### config.mk
export PLATFORM = sky130hd
export DESIGN_NAME = tile_frame_renderer_flat
export DESIGN_NICKNAME = d
export VERILOG_FILES = /design/src/rtl/tile_frame_renderer_if.sv /design/src/rtl/tile_frame_renderer.sv /design/src/flat_wrapper.sv
export SDC_FILE = /design/constraint.sdc
export NUM_CORES = 1
export LEC_CHECK = 0
export CAP_MARGIN = 10
export CORE_AREA = 4 4 102 104
export DETAILED_ROUTE_END_ITERATION = 10
export DIE_AREA = 0 0 106 108
export PLACE_DENSITY = 0.93
export SYNTH_ARGS = -nofsm -noshare
export SYNTH_HDL_FRONTEND = slang
export SYNTH_SLANG_ARGS = --single-unit
### constraint.sdc
create_clock -name clk -period 4.3 [get_ports clk]
set_clock_uncertainty 0.15 [all_clocks]
set_input_delay 0.645 -clock clk [delete_from_list [all_inputs] [get_ports clk]]
set_output_delay 0.645 -clock clk [all_outputs]
set_load 0.1 [all_outputs]
### src/rtl/tile_frame_renderer_if.sv
// Tile colour memory write port: valid/ready handshake carrying a tile index and its colour.
interface tile_frame_renderer_if #(
   parameter int AW      = 8,
   parameter int COLOR_W = 12
);
   logic               wr_valid;
   logic               wr_ready;
   logic [AW-1:0]      wr_addr;
   logic [COLOR_W-1:0] wr_color;

   modport master (output wr_valid, output wr_addr, output wr_color, input wr_ready);
   modport slave  (input wr_valid, input wr_addr, input wr_color, output wr_ready);
endinterface

### src/rtl/tile_frame_renderer.sv
// Frame renderer: on frame_start, snapshots game state and writes every tile colour in raster order.
//
// state | meaning
// IDLE  | waiting for frame_start; shadow registers loaded on accept
// FETCH | enemy RAM address presented for the current tile
// WRITE | tile write offered on the write port until wr_ready
// DONE  | frame_done pulse, then back to IDLE
module tile_frame_renderer #(
   parameter int COLS          = 16,
   parameter int ROWS          = 12,
   parameter int NUM_BULLETS   = 3,
   parameter int ENEMY_ROWS    = 5,
   parameter int ENEMY_COLS    = 6,
   parameter int ENEMY_COL_MIN = 4,
   parameter int PLAYER_COL    = 1,
   parameter int COLOR_W       = 12,
   parameter logic [COLOR_W-1:0] HOME_COLOR   = 12'h282,
   parameter logic [COLOR_W-1:0] PLAYER_COLOR = 12'hFFF,
   localparam int XW  = $clog2(COLS),
   localparam int YW  = $clog2(ROWS),
   localparam int AW  = $clog2(COLS*ROWS),
   localparam int EAW = $clog2(ENEMY_ROWS*ENEMY_COLS)
) (
   input  logic                           clk,
   input  logic                           rst_n,
   input  logic                           frame_start,
   input  logic [YW-1:0]                  player_row,
   input  logic [NUM_BULLETS*XW-1:0]      bullet_x,
   input  logic [NUM_BULLETS*YW-1:0]      bullet_y,
   input  logic [NUM_BULLETS*COLOR_W-1:0] bullet_color,
   output logic [EAW-1:0]                 enemy_rd_addr,
   input  logic [COLOR_W-1:0]             enemy_rd_data,
   tile_frame_renderer_if.master          wr,
   output logic                           busy,
   output logic                           frame_done,
   output logic                           overrun
);

   localparam logic [XW-1:0] LAST_COL = XW'(COLS-1);
   localparam logic [YW-1:0] LAST_ROW = YW'(ROWS-1);
   localparam logic [XW-1:0] PCOL     = XW'(PLAYER_COL);

   typedef enum logic [1:0] {IDLE, FETCH, WRITE, DONE} state_t;

   state_t                           state_q, state_d;
   logic [XW-1:0]                    col_q;
   logic [YW-1:0]                    row_q;
   logic [AW-1:0]                    addr_q;
   logic [YW-1:0]                    prow_q;
   logic [NUM_BULLETS*XW-1:0]        bx_q;
   logic [NUM_BULLETS*YW-1:0]        by_q;
   logic [NUM_BULLETS*COLOR_W-1:0]   bc_q;
   logic                             held_q;
   logic [COLOR_W-1:0]               enemy_q;
   logic                             overrun_q;
   logic                             accept;
   logic                             is_last;
   logic                             is_enemy;
   logic                             fixed_hit;
   logic [COLOR_W-1:0]               fixed_color;
   logic [31:0]                      er, ec;

   assign is_last    = (row_q == LAST_ROW) && (col_q == LAST_COL);
   assign busy       = (state_q != IDLE);
   assign overrun    = overrun_q;
   assign wr.wr_addr = addr_q;

   always_ff @(posedge clk) begin
      if (!rst_n) begin
         state_q   <= IDLE;
         col_q     <= '0;
         row_q     <= '0;
         addr_q    <= '0;
         prow_q    <= '0;
         bx_q      <= '0;
         by_q      <= '0;
         bc_q      <= '0;
         held_q    <= 1'b0;
         enemy_q   <= '0;
         overrun_q <= 1'b0;
      end else begin
         state_q <= state_d;
         if (frame_start && state_q != IDLE) overrun_q <= 1'b1;
         if (frame_start && state_q == IDLE) begin
            prow_q <= player_row;
            bx_q   <= bullet_x;
            by_q   <= bullet_y;
            bc_q   <= bullet_color;
            col_q  <= '0;
            row_q  <= '0;
            addr_q <= '0;
         end
         // RAM data is captured on the first WRITE cycle so stalls cannot disturb it
         if (state_q == WRITE && !held_q) begin
            held_q  <= 1'b1;
            enemy_q <= enemy_rd_data;
         end
         if (accept) begin
            held_q <= 1'b0;
            if (!is_last) begin
               addr_q <= addr_q + AW'(1);
               if (col_q == LAST_COL) begin
                  col_q <= '0;
                  row_q <= row_q + YW'(1);
               end else begin
                  col_q <= col_q + XW'(1);
               end
            end
         end
      end
   end

   always_comb begin
      er            = 32'(row_q >> 1);
      ec            = (32'(col_q) - 32'(ENEMY_COL_MIN)) >> 1;
      is_enemy      = 1'b0;
      enemy_rd_addr = '0;
      if (row_q[0] && !col_q[0] && 32'(col_q) >= 32'(ENEMY_COL_MIN) &&
          er < 32'(ENEMY_ROWS) && ec < 32'(ENEMY_COLS)) begin
         is_enemy      = 1'b1;
         enemy_rd_addr = EAW'(er * 32'(ENEMY_COLS) + ec);
      end
   end

   always_comb begin
      fixed_hit   = 1'b1;
      fixed_color = '0;
      if (col_q == '0) begin
         fixed_color = HOME_COLOR;
      end else if (col_q == PCOL && row_q == prow_q) begin
         fixed_color = PLAYER_COLOR;
      end else begin
         fixed_hit = 1'b0;
         // highest index first so the lowest matching channel overwrites last
         for (int i = NUM_BULLETS-1; i >= 0; i--) begin
            if (bx_q[i*XW +: XW] == col_q && by_q[i*YW +: YW] == row_q &&
                bc_q[i*COLOR_W +: COLOR_W] != '0) begin
               fixed_hit   = 1'b1;
               fixed_color = bc_q[i*COLOR_W +: COLOR_W];
            end
         end
      end
   end

   always_comb begin
      state_d     = state_q;
      wr.wr_valid = 1'b0;
      wr.wr_color = '0;
      frame_done  = 1'b0;
      accept      = 1'b0;
      case (state_q)
         IDLE:  if (frame_start) state_d = FETCH;
         FETCH: state_d = WRITE;
         WRITE: begin
            wr.wr_valid = 1'b1;
            if (fixed_hit)     wr.wr_color = fixed_color;
            else if (is_enemy) wr.wr_color = held_q ? enemy_q : enemy_rd_data;
            if (wr.wr_ready) begin
               accept  = 1'b1;
               state_d = is_last ? DONE : FETCH;
            end
         end
         DONE: begin
            frame_done = 1'b1;
            state_d    = IDLE;
         end
         default: state_d = IDLE;
      endcase
   end

endmodule

### src/flat_wrapper.sv
// flat-port wrapper written by rule: the top's interface ports become plain ports
module tile_frame_renderer_flat 
#(
   parameter int COLS          = 16,
   parameter int ROWS          = 12,
   parameter int NUM_BULLETS   = 3,
   parameter int ENEMY_ROWS    = 5,
   parameter int ENEMY_COLS    = 6,
   parameter int ENEMY_COL_MIN = 4,
   parameter int PLAYER_COL    = 1,
   parameter int COLOR_W       = 12,
   parameter logic [COLOR_W-1:0] HOME_COLOR   = 12'h282,
   parameter logic [COLOR_W-1:0] PLAYER_COLOR = 12'hFFF,
   localparam int XW  = $clog2(COLS),
   localparam int YW  = $clog2(ROWS),
   localparam int AW  = $clog2(COLS*ROWS),
   localparam int EAW = $clog2(ENEMY_ROWS*ENEMY_COLS)
)
  (clk, rst_n, frame_start, player_row, bullet_x, bullet_y, bullet_color, enemy_rd_addr, enemy_rd_data, busy, frame_done, overrun, wr_wr_valid, wr_wr_addr, wr_wr_color, wr_wr_ready);
  tile_frame_renderer_if #(.AW(8), .COLOR_W(COLOR_W)) wr_i ();
  input  logic clk;
  input  logic rst_n;
  input  logic frame_start;
  input  logic [YW-1:0] player_row;
  input  logic [NUM_BULLETS*XW-1:0] bullet_x;
  input  logic [NUM_BULLETS*YW-1:0] bullet_y;
  input  logic [NUM_BULLETS*COLOR_W-1:0] bullet_color;
  output logic [EAW-1:0] enemy_rd_addr;
  input  logic [COLOR_W-1:0] enemy_rd_data;
  output logic busy;
  output logic frame_done;
  output logic overrun;
  output wire logic [$bits(wr_i.wr_valid)-1:0] wr_wr_valid;
  output wire logic [$bits(wr_i.wr_addr)-1:0] wr_wr_addr;
  output wire logic [$bits(wr_i.wr_color)-1:0] wr_wr_color;
  input wire logic [$bits(wr_i.wr_ready)-1:0] wr_wr_ready;
  assign wr_wr_valid = wr_i.wr_valid;
  assign wr_wr_addr = wr_i.wr_addr;
  assign wr_wr_color = wr_i.wr_color;
  assign wr_i.wr_ready = wr_wr_ready;
  tile_frame_renderer #(.COLS(COLS), .ROWS(ROWS), .NUM_BULLETS(NUM_BULLETS), .ENEMY_ROWS(ENEMY_ROWS), .ENEMY_COLS(ENEMY_COLS), .ENEMY_COL_MIN(ENEMY_COL_MIN), .PLAYER_COL(PLAYER_COL), .COLOR_W(COLOR_W), .HOME_COLOR(HOME_COLOR), .PLAYER_COLOR(PLAYER_COLOR)) u_core (.clk(clk), .rst_n(rst_n), .frame_start(frame_start), .player_row(player_row), .bullet_x(bullet_x), .bullet_y(bullet_y), .bullet_color(bullet_color), .enemy_rd_addr(enemy_rd_addr), .enemy_rd_data(enemy_rd_data), .wr(wr_i), .busy(busy), .frame_done(frame_done), .overrun(overrun));
endmodule
# Word-level counts from Yosys, hierarchy flattened
# Cells that the tools add are included.
dict set report totals {
  regBits 96
  word_cells 96
}
dict set report op_classes {
  addsub 5
  n_mul 1
  magnitude_cmp 3
  eq_ne 15
  mux 35
  n_bitwise 1
  n_reduce_logical 25
}
# cell count
set op_table {}
lappend op_table {{$mux 12} 9}
lappend op_table {{$reduce_bool 12->1} 3}
lappend op_table {{$mux 4} 8}
lappend op_table {{$lt 31x3->1 const B} 1}
lappend op_table {{$eq 4x4->1} 7}
lappend op_table {{$mux 8} 3}
lappend op_table {{$logic_and 1x1->1} 15}
lappend op_table {{$mux 1} 10}
lappend op_table {{$add 4x1->4 const B} 2}
lappend op_table {{$add 8x1->8 const B} 1}
lappend op_table {{$eq 4x4->1 const B} 2}
lappend op_table {{$pmux 2 s4} 1}
lappend op_table {{$mux 2} 3}
lappend op_table {{$add 5x5->5} 1}
lappend op_table {{$mux 5} 1}
lappend op_table {{$sub 4x3->5 const B} 1}
lappend op_table {{$eq 2x2->1 const B} 2}
lappend op_table {{$eq 4x1->1 const B} 1}
lappend op_table {{$ge 4x3->1 const B} 1}
lappend op_table {{$logic_not 4->1} 1}
lappend op_table {{$mul 3x2->4 const B} 1}
lappend op_table {{$ne 2x2->1 const B} 2}
lappend op_table {{$lt 3x3->1 const B} 1}
lappend op_table {{$eq 2x1->1 const B} 1}
lappend op_table {{6 further kinds} 7}

# Depth between registers and ports, before layout
dict set report depth {
  word_depth 10
  ltp_mapped 10
  ltp_nobuf 8
}

# Worst setup path before layout
# No wires, ideal clock.
dict set report synth_path {
  kind {register to output}
  from {register u_core.col_q[2]}
  to {output port wr_wr_color[2]}
  arrival_time_ns 3.259
  slack_ns 0.246
  path_stages_with_launch 11
  path_buffers 2
  path_cell_list {dfxtp_1 buf_4 inv_1 ha_1 nor2_1 nand3_1 a221oi_2 and3_2 clkbuf_2 nand2_1 o221ai_1}
}
dict set report synth_between {
  elab_chain_cells 10
  elab_cells_between_ends 32
  classes_between {add/sub (1); order compare (2); eq/ne (4); mux (14); reduce/logical (11)}
}
# element line
set synth_rtl {}
lappend synth_rtl {{from (decl)} tile_frame_renderer.sv:46} ;# logic [XW-1:0] col_q;
lappend synth_rtl {{from (signal assigned)} tile_frame_renderer.sv:106} ;# col_q <= col_q + XW'(1);
lappend synth_rtl {{parallel branches: the longest is 8 deep, another holds $lt 31x3->1} --}
lappend synth_rtl {{$mux 12 *} tile_frame_renderer.sv:156} ;# if (fixed_hit) wr.wr_color = fixed_color;
lappend synth_rtl {{$mux 12 *} tile_frame_renderer.sv:151} ;# case (state_q)
lappend synth_rtl {{to (decl)} flat_wrapper.sv:35} ;# output wire logic [$bits(wr_i.wr_color)-1:0] wr_wr_color;
# Mark *: on every way between the ends.

# Final worst setup path
dict set report layout_path {
  from {register u_core.col_q[2]}
  to {output port wr_wr_color[11]}
}
# The elaborated chain is that of the path after synthesis.

==> qor.csv <==
metric,value,unit
Synthesized Nets,721,
highest routed metal layer,met4,
cells after synthesis,625,
Clock transition at path regs,110,ps
# port buffers,108,
crit-path cells,"inv_1, ha_1, nor2_1, nand3_1, a221oi_2, and3_2, nand3_1, o211ai_1, buf_4",
Critical Path RT,3500,ps
Max Cap Violations,0,
"Worst Path Class, Setup",reg -> out,
Synth Area in Compound Gates,19.16,%
Seq pwr share,50.6,%
Synth area leader,dfxtp_1,
chip height,108,µm
via count,4681,
CP startpoint,u_core.col_q[2]$_SDFF_PN0_,
Psw,0.6012,mW
Reg2Reg Launch Point,u_core.row_q[2]$_SDFF_PN0_,
Crit path max-delay family,simple AND/OR/NAND/NOR gates,
share of cells above drive strength 1,10.18,%
R2R Setup Slk,1740,ps
first-pass GRT wire length,21.45,mm
worst hold path type,reg -> reg,
reg2reg path depth,8,
internal power consumption,1.327,mW
Post-DP HPWL,10.11,mm
xor and xnor area share after synthesis,5.226,%
met2 wire len,6.379,mm
pre-CTS setup slack,939.0,ps
Starting Density,54.15,%
die area,11450,µm²
top cells by instance count after synthesis,"171 x nand2_1, 96 x dfxtp_1, 80 x a21boi_0, 27 x clkbuf_1, 27 x nand3_1",
Rows,36,
worst reg2reg path endpoint,u_core.row_q[3]$_SDFF_PN0_,
"Design Area, Final",6370,µm²
vias per cell,5.573,
post-synthesis simple-gate area fraction,25.89,%
number of synthesized flops with an enable pin,0,
Final setup viols,0,
Logic pwr share,19.0,%
crit path time final,3786,ps
Post-CTS Setup Inserts,0,
DRT antenna net count,0,
GRT Total Usage,23.20,%
first-pass iteration count of the detailed router,5,
Fillers,783,
Crit path largest cell delay,570,ps
post_cts resized,0,
Crit. End Element,output port,
most frequent cell after synthesis,nand2_1,
Pwr Density,302.7,nW/µm²
post-route worst setup slack,513.6,ps
Rel. slew slack,28.77,%
CTS max path bufs,2,
CP Data Arrival Time,2990,ps
clk_lat worst skew,360,ps
grt ovf,0,
"most used cell, CP",nand3_1,
static leakage power,2.493,nW
Tcrit/Tclk final,88.06,%
synthesis warning total,0,
status,"complete, no violations",
number of clock sinks,96,
CP Depth,9,
DRT iter0 DRCs,292,
largest net degree at the start of global routing,71,
n_diodes,0,
pin slew with the least headroom to its limit,1068,ps
IO Pins,109,
f_max,264.1,MHz
met3 routed WL,901,µm
Yosys cell types,52,
RSZ-0062 raised after global routing,no,
total core area,9549,µm²
WP buf/inv,2,
drc violations,0,
slowest CP cell,dfxtp_1,
depth of the CTS H-tree,3,
Post-Route Setup TNS,0,ps
nets@finish,798,
Layout area overhead,23.18,%
routability cong.,0.9428,
Final Max Slew Viols,0,
routed wire length,13.33,mm
largest family of logic cells by synthesized area,simple AND/OR/NAND/NOR gates,
multiplexer share of the synthesized area,3.315,%
syn_area_per_cell,8.274,µm²
die width,106,µm
met1 WL,5.721,mm
worst-path fanout max,9,
hold_buf cts,0,
Post-Syn Area,5171,µm²
"top cells by area, synth","dfxtp_1 37%, nand2_1 12%, a21boi_0 12%",
Clock Power Share,30.3,%
vias in the first global route,4540,
fin cells,840,
CP Launch Type,flip-flop,
post-synthesis adder-cell area fraction,4.162,%
total CTS buffers,9,
DP Area,6172,µm²
"Seq/Total Area, Yosys",37.16,%
crit path capture,wr_wr_color[11],
final core utilization,66.71,%
"Hold Vio Cnt, Final",0,
post-synth top area share,37.16,%
sw frac,31.18,%
Synth Flop Type,dfxtp_1,
fraction of registers with async set/reset,0,%
CTS tree,done,
Yosys reg bits,96,
Root Buffer,clkbuf_8,
mean routed wirelength per cell,15.87,µm
maximum VDD drop,0.1865,mV
Cells after DPL,824,
initial antenna violation count,0,
## power groups by stage
stage | combinational [mW] | clock, mW | sequential [mW]
after floorplan | 0.242 | 0 | 0.983
after global placement | 0.355 | 0 | 0.992
after detailed placement | 0.364 | 0 | 0.995
after CTS | 0.366 | 0.593 | 0.974
after global routing | 0.400 | 0.622 | 0.980
final | 0.367 | 0.585 | 0.976
## sequential cells by signal, summed over array words and instances (netlist names)
signal,count
u_core.held_q,1
u_core.bc_q,36
u_core.state_q,2
u_core.wr.wr_addr,8
u_core.enemy_q,12
u_core.prow_q,4
u_core.overrun,1
u_core.bx_q,12
u_core.col_q,4
u_core.by_q,12
u_core.row_q,4
## layer usage
| layer | vias up | global-route usage [%] |
|---|---|---|
| li1 | 2301 | - |
| met1 | 2176 | 30.60 |
| met2 | 175 | 38.25 |
| met3 | 29 | 3.463 |
| met4 | 0 | 9.713 |
| met5 | - | 0 |
## how the worst min path moves through the flow
stage	cells past startpoint	start	end
6_report	2	u_core.enemy_q[0]$_SDFFE_PN0P_	u_core.enemy_q[0]$_SDFFE_PN0P_
5_1_grt	2	u_core.enemy_q[10]$_SDFFE_PN0P_	u_core.enemy_q[10]$_SDFFE_PN0P_
4_1_cts	2	u_core.enemy_q[0]$_SDFFE_PN0P_	u_core.enemy_q[0]$_SDFFE_PN0P_
3_5_place_dp	2	u_core.enemy_q[0]$_SDFFE_PN0P_	u_core.enemy_q[0]$_SDFFE_PN0P_
3_3_place_gp	2	u_core.enemy_q[10]$_SDFFE_PN0P_	u_core.enemy_q[10]$_SDFFE_PN0P_
2_1_floorplan	2	u_core.enemy_q[10]$_SDFFE_PN0P_	u_core.enemy_q[10]$_SDFFE_PN0P_
## cell families after synthesis
kind of cell    after synthesis
simple gates                278
flops                        96
compound gates              133
fa+ha+maj                    16
buf+inv                      56
xor+xnor                     30
mux                          16
## through the flow
| stage | power, mW | hold slack, ps |
|---|---|---|
| after global routing | 2.003 | 343.1 |
| final | 1.928 | 317.5 |
| after CTS | 1.934 | 321.3 |
| after floorplan | 1.225 | 290.0 |
| after global placement | 1.347 | 295.3 |
| after detailed placement | 1.359 | 306.2 |
## area by class of cell
class | count | area [µm²] | area share (%)
Timing Repair Buffer | 110 | 1049 | 16.46
Inverter | 12 | 45.04 | 0.7071
Clock inverter | 7 | 73.82 | 1.159
Clock buffer | 9 | 123.9 | 1.945
Multi-Input combinational cell | 473 | 2990 | 46.95
Tap cell | 133 | 166.4 | 2.612
Sequential cell | 96 | 1922 | 30.17
## worst min-delay path, cell delays in order, from the launching register on
cell and delay (ps):
dfxtp_1 320, nand2_1 50, a21boi_0 60
## cells in the final DEF, fill, tap and decap left out, types with 3 or more instances in the layout
master	synthesis	layout
a21boi_0	80	80
a21oi_1	10	10
a221oi_1	9	9
a221oi_2	3	3
a31oi_1	3	3
and2_1	14	13
and3_1	5	5
and3_2	11	11
buf_4	2	19
clkbuf_8	0	9
clkdlybuf4s50_1	0	90
clkinv_4	0	3
dfxtp_1	96	96
ha_1	14	14
inv_1	11	11
mux2_2	9	9
mux2i_1	7	7
nand2_1	171	170
nand3_1	27	27
nand4_1	5	5
nor2_1	9	9
nor2b_1	8	8
nor4_1	11	11
o211ai_1	8	8
o21ai_0	10	10
xnor2_1	4	4
xor2_1	25	25
(Power assumes the default switching activity.)
